<file path="config.mk">
export PLATFORM = sky130hd
export DESIGN_NAME = seq_pattern_tx
export DESIGN_NICKNAME = d
export VERILOG_FILES = /design/src/rtl/seq_pkg.sv /design/src/rtl/pattern_shifter.sv /design/src/rtl/seq_pattern_tx.sv
export SDC_FILE = /design/constraint.sdc
export NUM_CORES = 1
export LEC_CHECK = 0
export ABC_AREA = 1
export CELL_PAD_IN_SITES_DETAIL_PLACEMENT = 1
export CELL_PAD_IN_SITES_GLOBAL_PLACEMENT = 2
export CORE_UTILIZATION = 27
export CTS_BUF_LIST = sky130_fd_sc_hd__clkbuf_2 sky130_fd_sc_hd__clkbuf_4 sky130_fd_sc_hd__clkbuf_8
export DETAILED_ROUTE_END_ITERATION = 7
export GPL_TIMING_DRIVEN = 0
export PLACE_DENSITY = 0.81
export SYNTH_ARGS = -nofsm -noshare
export SYNTH_HDL_FRONTEND = slang
export SYNTH_SLANG_ARGS = --single-unit
</file>
<file path="constraint.sdc">
create_clock -name clk -period 1.7 [get_ports clk]
set_clock_uncertainty 0.1 [all_clocks]
set_input_delay 0.34 -clock clk [delete_from_list [all_inputs] [get_ports clk]]
set_output_delay 0.34 -clock clk [all_outputs]
set_load 0.01 [all_outputs]
</file>
<file path="src/rtl/seq_pkg.sv">
// Shared definitions for the serial sequence-detector family: state codes,
// default widths and the reference pattern the detectors look for.
package seq_pkg;

  localparam int PAT_W_DEF = 4;
  localparam int CNT_W_DEF = 4;
  localparam int GAP_W_DEF = 3;

  localparam logic [1:0] S_IDLE = 2'b00;
  localparam logic [1:0] S_SEND = 2'b01;
  localparam logic [1:0] S_GAP  = 2'b10;
  localparam logic [1:0] S_DONE = 2'b11;

  localparam logic [PAT_W_DEF-1:0] DET_PATTERN = 4'b1101;

endpackage

</file>
<file path="src/rtl/pattern_shifter.sv">
// MSB-first shift register with a bit counter; load wins over shift.
// Single-cycle load/shift, no backpressure: the caller decides when to shift.
module pattern_shifter
  import seq_pkg::*;
#(
  parameter int PAT_W = PAT_W_DEF
) (
  input  logic             clk,
  input  logic             rst,
  input  logic             load,
  input  logic [PAT_W-1:0] load_val,
  input  logic             shift,
  output logic             msb,
  output logic             last
);

  localparam int IDX_W = $clog2(PAT_W);
  localparam logic [IDX_W-1:0] IDX_TOP = IDX_W'(PAT_W - 1);

  logic [PAT_W-1:0] sr_q;
  logic [IDX_W-1:0] idx_q;

  always_ff @(posedge clk) begin
    if (rst) begin
      sr_q  <= '0;
      idx_q <= '0;
    end else if (load) begin
      sr_q  <= load_val;
      idx_q <= IDX_TOP;
    end else if (shift) begin
      sr_q  <= {sr_q[PAT_W-2:0], 1'b0};
      idx_q <= idx_q - 1'b1;
    end
  end

  assign msb  = sr_q[PAT_W-1];
  assign last = (idx_q == '0);

endmodule

</file>
<file path="src/rtl/seq_pattern_tx.sv">
// Serial pattern transmitter: first bit one cycle after an accepted start,
// frames repeated with optional zero gaps; no backpressure, abort cancels.
module seq_pattern_tx
  import seq_pkg::*;
#(
  parameter int PAT_W = PAT_W_DEF,
  parameter int CNT_W = CNT_W_DEF,
  parameter int GAP_W = GAP_W_DEF
) (
  input  logic             clk,
  input  logic             rst,
  input  logic             start,
  input  logic             abort,
  input  logic [PAT_W-1:0] pattern,
  input  logic [CNT_W-1:0] reps,
  input  logic [GAP_W-1:0] gap,
  output logic             tx_bit,
  output logic             tx_valid,
  output logic             busy,
  output logic             done,
  output logic [CNT_W-1:0] frame_cnt,
  output logic [1:0]       state_o
);

  logic [1:0]       state_q, state_d;
  logic [PAT_W-1:0] pat_q;
  logic [CNT_W-1:0] reps_q, cnt_q, cnt_inc;
  logic [GAP_W-1:0] gap_q, gap_cnt_q;

  logic             sh_load, sh_shift, sh_msb, sh_last;
  logic [PAT_W-1:0] sh_val;
  logic             latch, cnt_clr, cnt_step, gap_load, gap_dec;

  assign cnt_inc = cnt_q + CNT_W'(1);

  pattern_shifter #(.PAT_W(PAT_W)) u_shifter (
    .clk      (clk),
    .rst      (rst),
    .load     (sh_load),
    .load_val (sh_val),
    .shift    (sh_shift),
    .msb      (sh_msb),
    .last     (sh_last)
  );

  always_ff @(posedge clk) begin
    if (rst) state_q <= S_IDLE;
    else     state_q <= state_d;
  end

  always_comb begin
    state_d  = state_q;
    sh_load  = 1'b0;
    sh_val   = pat_q;
    sh_shift = 1'b0;
    latch    = 1'b0;
    cnt_clr  = 1'b0;
    cnt_step = 1'b0;
    gap_load = 1'b0;
    gap_dec  = 1'b0;
    case (state_q)
      S_IDLE: begin
        if (start && !abort) begin
          latch   = 1'b1;
          cnt_clr = 1'b1;
          sh_load = 1'b1;
          sh_val  = pattern;
          state_d = (reps != '0) ? S_SEND : S_DONE;
        end
      end
      S_SEND: begin
        // An abort on the last bit of a frame leaves the frame uncounted.
        if (abort) begin
          state_d = S_IDLE;
        end else begin
          sh_shift = 1'b1;
          if (sh_last) begin
            cnt_step = 1'b1;
            if (cnt_inc == reps_q) begin
              state_d = S_DONE;
            end else if (gap_q == '0) begin
              sh_load = 1'b1;
            end else begin
              gap_load = 1'b1;
              state_d  = S_GAP;
            end
          end
        end
      end
      S_GAP: begin
        if (abort) begin
          state_d = S_IDLE;
        end else if (gap_cnt_q == GAP_W'(1)) begin
          sh_load = 1'b1;
          state_d = S_SEND;
        end else begin
          gap_dec = 1'b1;
        end
      end
      default: state_d = S_IDLE;
    endcase
  end

  always_ff @(posedge clk) begin
    if (rst) begin
      pat_q     <= '0;
      reps_q    <= '0;
      gap_q     <= '0;
      cnt_q     <= '0;
      gap_cnt_q <= '0;
    end else begin
      if (latch) begin
        pat_q  <= pattern;
        reps_q <= reps;
        gap_q  <= gap;
      end
      if (cnt_clr)       cnt_q <= '0;
      else if (cnt_step) cnt_q <= cnt_inc;
      if (gap_load)      gap_cnt_q <= gap_q;
      else if (gap_dec)  gap_cnt_q <= gap_cnt_q - GAP_W'(1);
    end
  end

  always_comb begin
    tx_valid  = (state_q == S_SEND) || (state_q == S_GAP);
    tx_bit    = (state_q == S_SEND) && sh_msb;
    busy      = tx_valid;
    done      = (state_q == S_DONE);
    frame_cnt = cnt_q;
    state_o   = state_q;
  end

endmodule

</file>
==> results of run 1 <==
-- final timing paths --
| kind | from | to | slack (ps) |
|---|---|---|---|
| max | state_o[1] | done | -10 |
| min | reps_q[0] | reps_q[0] | 370 |
| max reg2reg | frame_cnt[1] | gap_cnt_q[2] | 10 |
| min reg2reg | reps_q[0] | reps_q[0] | 370 |
-- state kept, by name, indices dropped and copies added, names as in the netlist --
name             flops
gap_cnt_q            3
state_o              2
pat_q                4
u_shifter.idx_q      2
frame_cnt            4
u_shifter.sr_q       4
reps_q               4
gap_q                3
-- metrics by stage --
stage / std cells / setup TNS (ps) / hold slack (ps) / setup slack, ps / total power, mW
floorplan: 195 / 0 / 309.1 / 19.10 / 1.306
global placement: 289 / -5506 / 360.2 / -377.1 / 1.567
detailed placement: 289 / -5731 / 358.4 / -399.1 / 1.579
CTS: 300 / -105.5 / 372.6 / -37.10 / 2.065
global route: 307 / -543.0 / 400.6 / -79.56 / 2.418
finish: 307 / -12.74 / 371.3 / -12.74 / 2.248
-- cell usage in the layout (no fill, tap or decap), drive strengths merged --
master         count
nor4               1
clkbuf             6
dfxtp             26
mux2i              3
xor2               2
nor2              15
nand3             20
nand4              3
a211oi             2
clkdlybuf4s50     16
nand2             43
clkdlybuf4s15      1
xnor2              1
a31oi              1
dlymetal6s2s       1
inv               31
o211ai             1
o21ai             15
buf               16
ha                 8
dlygate4sd2        4
a21oi             21
-- what timing repair did --
item	in CTS	in global routing
cloned	0	1
pin swaps	4	15
gates resized for setup	31	47
setup buffers	7	6
endpoints found under the setup margin	26	19
-- power breakdown --
group | leakage (nW) | internal [mW] | total (mW) | switching, mW
clock network | 0.0288 | 0.207 | 0.412 | 0.204
logic | 0.644 | 0.471 | 1.05 | 0.576
registers | 0.217 | 0.714 | 0.790 | 0.0760
-- critical path, cell delays in order (launching register included) --
cell	delay, ps
dfxtp_4	360
buf_4	140
ha_1	210
dlygate4sd2_1	290
-- Yosys cell counts (all sizes together), types with 2 or more instances --
library cell	n	area [µm²]
inv	31	116.4
xor2	2	17.52
dfxtp	26	520.5
o21ai	15	75.07
a21oi	21	112.6
nand4	3	18.77
a211oi	2	15.01
mux2i	3	30.03
clkbuf	2	7.510
nand2	42	201.4
nor2	15	66.32
nand3	20	117.6
ha	8	100.1
-- area by class of cell --
class | count | area [µm²]
fill | 617 | 2977
multi-input combinational | 136 | 965.9
sequential | 26 | 538.0
timing repair buffer | 37 | 344.1
inverter | 31 | 123.9
tap | 70 | 87.58
clock buffer | 4 | 55.05
buffer | 3 | 16.27
-- cell families after synthesis --
kind of cell,Yosys count,share of synthesized area
AOI/OAI and AO/OA,40,0.1508
DFF,26,0.3627
buffers and inverters,34,0.09155
and+or+nand+nor,81,0.2860
muxes,3,0.02092
adders and majority gates,8,0.06975
xor gates and xnor gates,3,0.01831
-- per-layer routing --
metal / GRT usage / vias to the layer above / routed length, µm
li1: - / 720 / -
met1: 0.1704 / 674 / 1747
met2: 0.2733 / 15 / 2072
met3: 0.03213 / 5 / 95
met4: 0.03774 / 0 / 39
met5: 0 / - / 0
==> metrics.txt, run 1 <==
RSZ-0062 raised after global routing true; worst-skew pair later-pin latency 270 ps; post-detail-place hpwl 2750 µm; Antenna diodes 0; Worst-Margin Slew 529.7 ps; first-pass GRT wire length 6182 µm; Post-synth EDFFs 0; Worst R2R Path Depth 11; Ports 25; Main synth FF type dfxtp_1; Cells after Synth 195; routability congestion estimate 0.7357; Setup crit start kind register; Crit Path Class reg2out; MaxCap Viol Count 0; Area growth syn-to-layout 48.47%; Initial Util 0.2810; register area share after synthesis 0.3627; Tcrit/Tclk final 1.007; Static Leakage 0.8893 nW; Slew Limit Fails 0; largest net degree at the start of global routing 15; count of different cell masters after synthesis 28; Root Driver clkbuf_8; warning count from the yosys run 0; antenna-violating nets left 0; Placed Area 1765 µm²; H-tree Lvls 1; CTS tree built; Hold Crit Depth 2; Num CTS Buffers 3; CTS hold repair buffers 0; Peak Freq 583.9 MHz; Mapped Nets 218; crit path max fanout 3; clk slew on worst S/H paths 90 ps; crit path DAT 1270 ps; failing checks setup timing; routed len/inst 12.88 µm; final hold violation count 0; Slew HR 0.6468; Die X 74.91 µm; Finish-stage setup viols 1; Total Wirelength 3954 µm; Vias/cell 4.606; VDD IR-drop max 0.5462 mV; Overflow after GRT 0; Final Util 0.4172; pwr dens 1055 nW/µm²; Avg Cell Area, Syn 7.360 µm²; GR Util All Layers 0.1472; Finished Cell Area 2131 µm²; clk buf depth 2; layout cells sized above 1 0.3418; Required @ worst endpoint 1260 ps; core box area 5107 µm²; ys async rst share 0; DIE AREA 5611 µm²; vias 1414; mapped cell area 1435 µm²; drt initial violations 38; #FFs+latches synth 26; # nets final 261; DRC 0; clk sinks 26; row cnt 26; Hold Crit Class reg2reg; Final Critical Period 1713 ps; Setup crit end kind output port; outcome finished with violations; vias in the first global route 1361; Setup WS post-layout -12.74 ps; die height 74.91 µm; DRT Pass-1 Iters 4; initial antenna violation count 0; I/O Buffers 24
Note: power is estimated with default switching activity, not from simulation.
==> run 2: changes to the inputs <==
--- a/config.mk
+++ b/config.mk
@@ -9,4 +9,5 @@
 export CELL_PAD_IN_SITES_DETAIL_PLACEMENT = 1
 export CELL_PAD_IN_SITES_GLOBAL_PLACEMENT = 2
+export CORE_MARGIN = 2
 export CORE_UTILIZATION = 27
 export CTS_BUF_LIST = sky130_fd_sc_hd__clkbuf_2 sky130_fd_sc_hd__clkbuf_4 sky130_fd_sc_hd__clkbuf_8
==> constraint.sdc (replaced) <==
create_clock -name clk -period 1.7 [get_ports clk]
set_clock_uncertainty 0.1 [all_clocks]
set_input_delay 0.51 -clock clk [delete_from_list [all_inputs] [get_ports clk]]
set_output_delay 0.51 -clock clk [all_outputs]
set_load 0.01 [all_outputs]
==> run 2 against run 1 <==
Highest routed layer unchanged. Clock power is 2% lower. Routed wire length decreased by 3.0%. Register-to-register slack worse by 60 ps. Largest cell class unchanged. Combinational power increased by 7%. Final cell count did not move. Die area rose by 5.4%. Total power up 2.7%. Sequential power barely moved. First-iteration DRC count decreased by 5.3%. Hold slack improved by 2.2 ps. Largest power group unchanged. Worst setup slack got worse by 58 ps. Non-clock buffer count unchanged. The flow still finishes with violations (setup timing).
==> metrics.txt, run 2 (synthesis gave the netlist of run 1 again) <==
DP Cell Count 289 (unchanged); first-pass GRT wire length 6486 µm (+4.9%); Hold Crit Depth 2 (unchanged); final hold violation count 0 (unchanged); Initial Util 0.2810 (unchanged); pwr dens 1091 nW/µm² (+3.4%); Tcrit/Tclk final 1.042 (+0.03406); post-detail-place hpwl 2710 µm (-1.4%); worst-skew pair later-pin latency 270 ps (about the same); CP top delay family flip-flops; layout cells sized above 1 0.3165 (-0.02532); I/O Buffers 24 (unchanged); Crit path depth 4 (+1); Crit Path Class reg2out; Peak Freq 564.8 MHz (-3.3%); Required @ worst endpoint 1090 ps (-170 ps); DRC 0 (unchanged); CTS tree built; Sum Neg Setup Slack -184.2 ps (-171.5 ps); min-delay src gap_q[0]; P_sw 0.8541 mW (-0.18%); Hold Crit Class reg2reg; row cnt 26 (unchanged); Final Hold Slack 373.5 ps (+2.215 ps); GR Util All Layers 0.1332 (-0.01409); Die X 76.91 µm (+2.7%); post-route insts no fill 307 (unchanged); worst r2r src state_o[0]; Antenna diodes 0 (unchanged); clk slew on worst S/H paths 90 ps (about the same); initial antenna violation count 0 (unchanged); CP cell instances inv_4, ha_4, buf_6, buf_6; Num CTS Buffers 3 (unchanged); Slew Limit Fails 0 (unchanged); Logic pwr share 0.484 (+0.018); # nets final 261 (unchanged); DIE AREA 5914 µm² (+5.4%); VDD IR-drop max 0.4934 mV (-9.7%); routability congestion estimate 0.7202 (-2.1%); routed len/inst 12.49 µm (-3.0%); Slew HR 0.7269 (+0.08011); Worst-Margin Slew 409.1 ps (-120.6 ps); antenna-violating nets left 0 (unchanged); crit path from state_o[0]; vias in the first global route 1384 (+1.7%); Layout fillers 633 (+2.6%); Final Critical Period 1771 ps (+57.91 ps); Placed Area 1765 µm² (unchanged); crit path max fanout 4 (+1); Int Pwr 1.456 mW (+4.5%); MaxCap Viol Count 0 (unchanged); clk buf depth 2 (unchanged); CP bufs+invs 3 (+1); crit path DAT 1160 ps (-110 ps); Final Util 0.4145 (-0.002694); Setup crit start kind register; failing checks setup timing; drt initial violations 36 (-5.3%); commonest non-fill, non-tap cell in the layout nand2_1; Total Wirelength 3834 µm (-3.0%); Tot Pwr 2.310 mW (+2.7%); Seq pwr share 0.341 (-0.010); CP peak stage delay 390 ps (+30 ps); Finish-stage setup viols 5 (+4); Setup crit end kind output port; vias 1406 (-0.57%); Finished Cell Area 2117 µm² (-0.65%); Area growth syn-to-layout 47.52%; Setup WS post-layout -70.65 ps (-57.91 ps); Overflow after GRT 0 (unchanged); outcome finished with violations; Ports 25 (unchanged); largest net degree at the start of global routing 15 (unchanged); H-tree Lvls 1 (unchanged); Worst R2R Path Depth 12 (+1); RSZ-0062 raised after global routing true; commonest non-fill, non-tap cells in the layout nand2_1, inv_1, dfxtp_1; DRT Pass-1 Iters 4 (unchanged); Setup WS pre-CTS -559.7 ps (-160.6 ps); Root Driver clkbuf_8; Slowest-stage cell, CP dfxtp_4; core box area 5107 µm² (unchanged); switch share 0.3698 (-0.01084); most used cell, CP buf_6; die height 76.91 µm (+2.7%); Static Leakage 0.8979 nW (+0.97%); Vias/cell 4.580 (-0.57%); clk sinks 26 (unchanged); share of power burned in the clock network 0.175 (-0.008); CTS hold repair buffers 0 (unchanged)
==> run 2: changes by cell type in the layout (fill, tap and decap cells not counted), sizes merged <==
cell / change
dlymetal6s2s: +1
clkbuf: -1
clkdlybuf4s50: -5
clkdlybuf4s15: +1
dlygate4sd2: +1
buf: +3
==> run 2: worst paths after layout <==
kind	slack [ps]	endpoint
worst min register to register	370	gap_q[0]
worst max-delay path	-70	tx_valid
worst max register to register	-50	state_o[1]
worst min-delay path	370	gap_q[0]
==> run 2: worst min-delay path: stages (launching register included) <==
cell	delay (ps)
dfxtp_1	320
inv_1	60
a21oi_1	50
==> run 2: power by group through the flow <==
stage | clock network, mW | registers, mW | logic [mW]
finish | 0.404 | 0.788 | 1.12
global route | 0.446 | 0.803 | 1.25
CTS | 0.419 | 0.773 | 0.876
detailed placement | 0 | 0.790 | 0.788
global placement | 0 | 0.787 | 0.782
floorplan | 0 | 0.785 | 0.521
==> run 2: layout make-up <==
| cell class | instances | area, µm² | area share |
|---|---|---|---|
| tap | 70 | 87.58 | 0.04137 |
| buffer | 3 | 21.27 | 0.01005 |
| inverter | 31 | 128.9 | 0.06087 |
| clock buffer | 4 | 55.05 | 0.02600 |
| timing repair buffer | 37 | 367.9 | 0.1738 |
| sequential | 26 | 535.5 | 0.2530 |
| multi-input combinational | 136 | 920.9 | 0.4350 |
==> run 2: what timing repair did <==
action | 4_1_cts | 5_1_grt
resized for setup | 42 | 43
endpoints found under the setup margin | 29 | 25
setup buffers | 9 | 4
pin swaps | 7 | 12
cloned | 0 | 1
==> run 2: layer usage <==
| layer | routed length [µm] | track usage | part of all wire |
|---|---|---|---|
| met5 | 0 | 0 | 0 |
| met4 | 17 | 0.01636 | 0.0044 |
| met3 | 117 | 0.03059 | 0.031 |
| met2 | 1998 | 0.2342 | 0.52 |
| met1 | 1701 | 0.1699 | 0.44 |
==> run 3: changes to the inputs <==
- CTS_CLUSTER_DIAMETER: unset -> 100
==> results of run 3 <==
The final DEF is identical to that of run 2; final timing and power are the same.
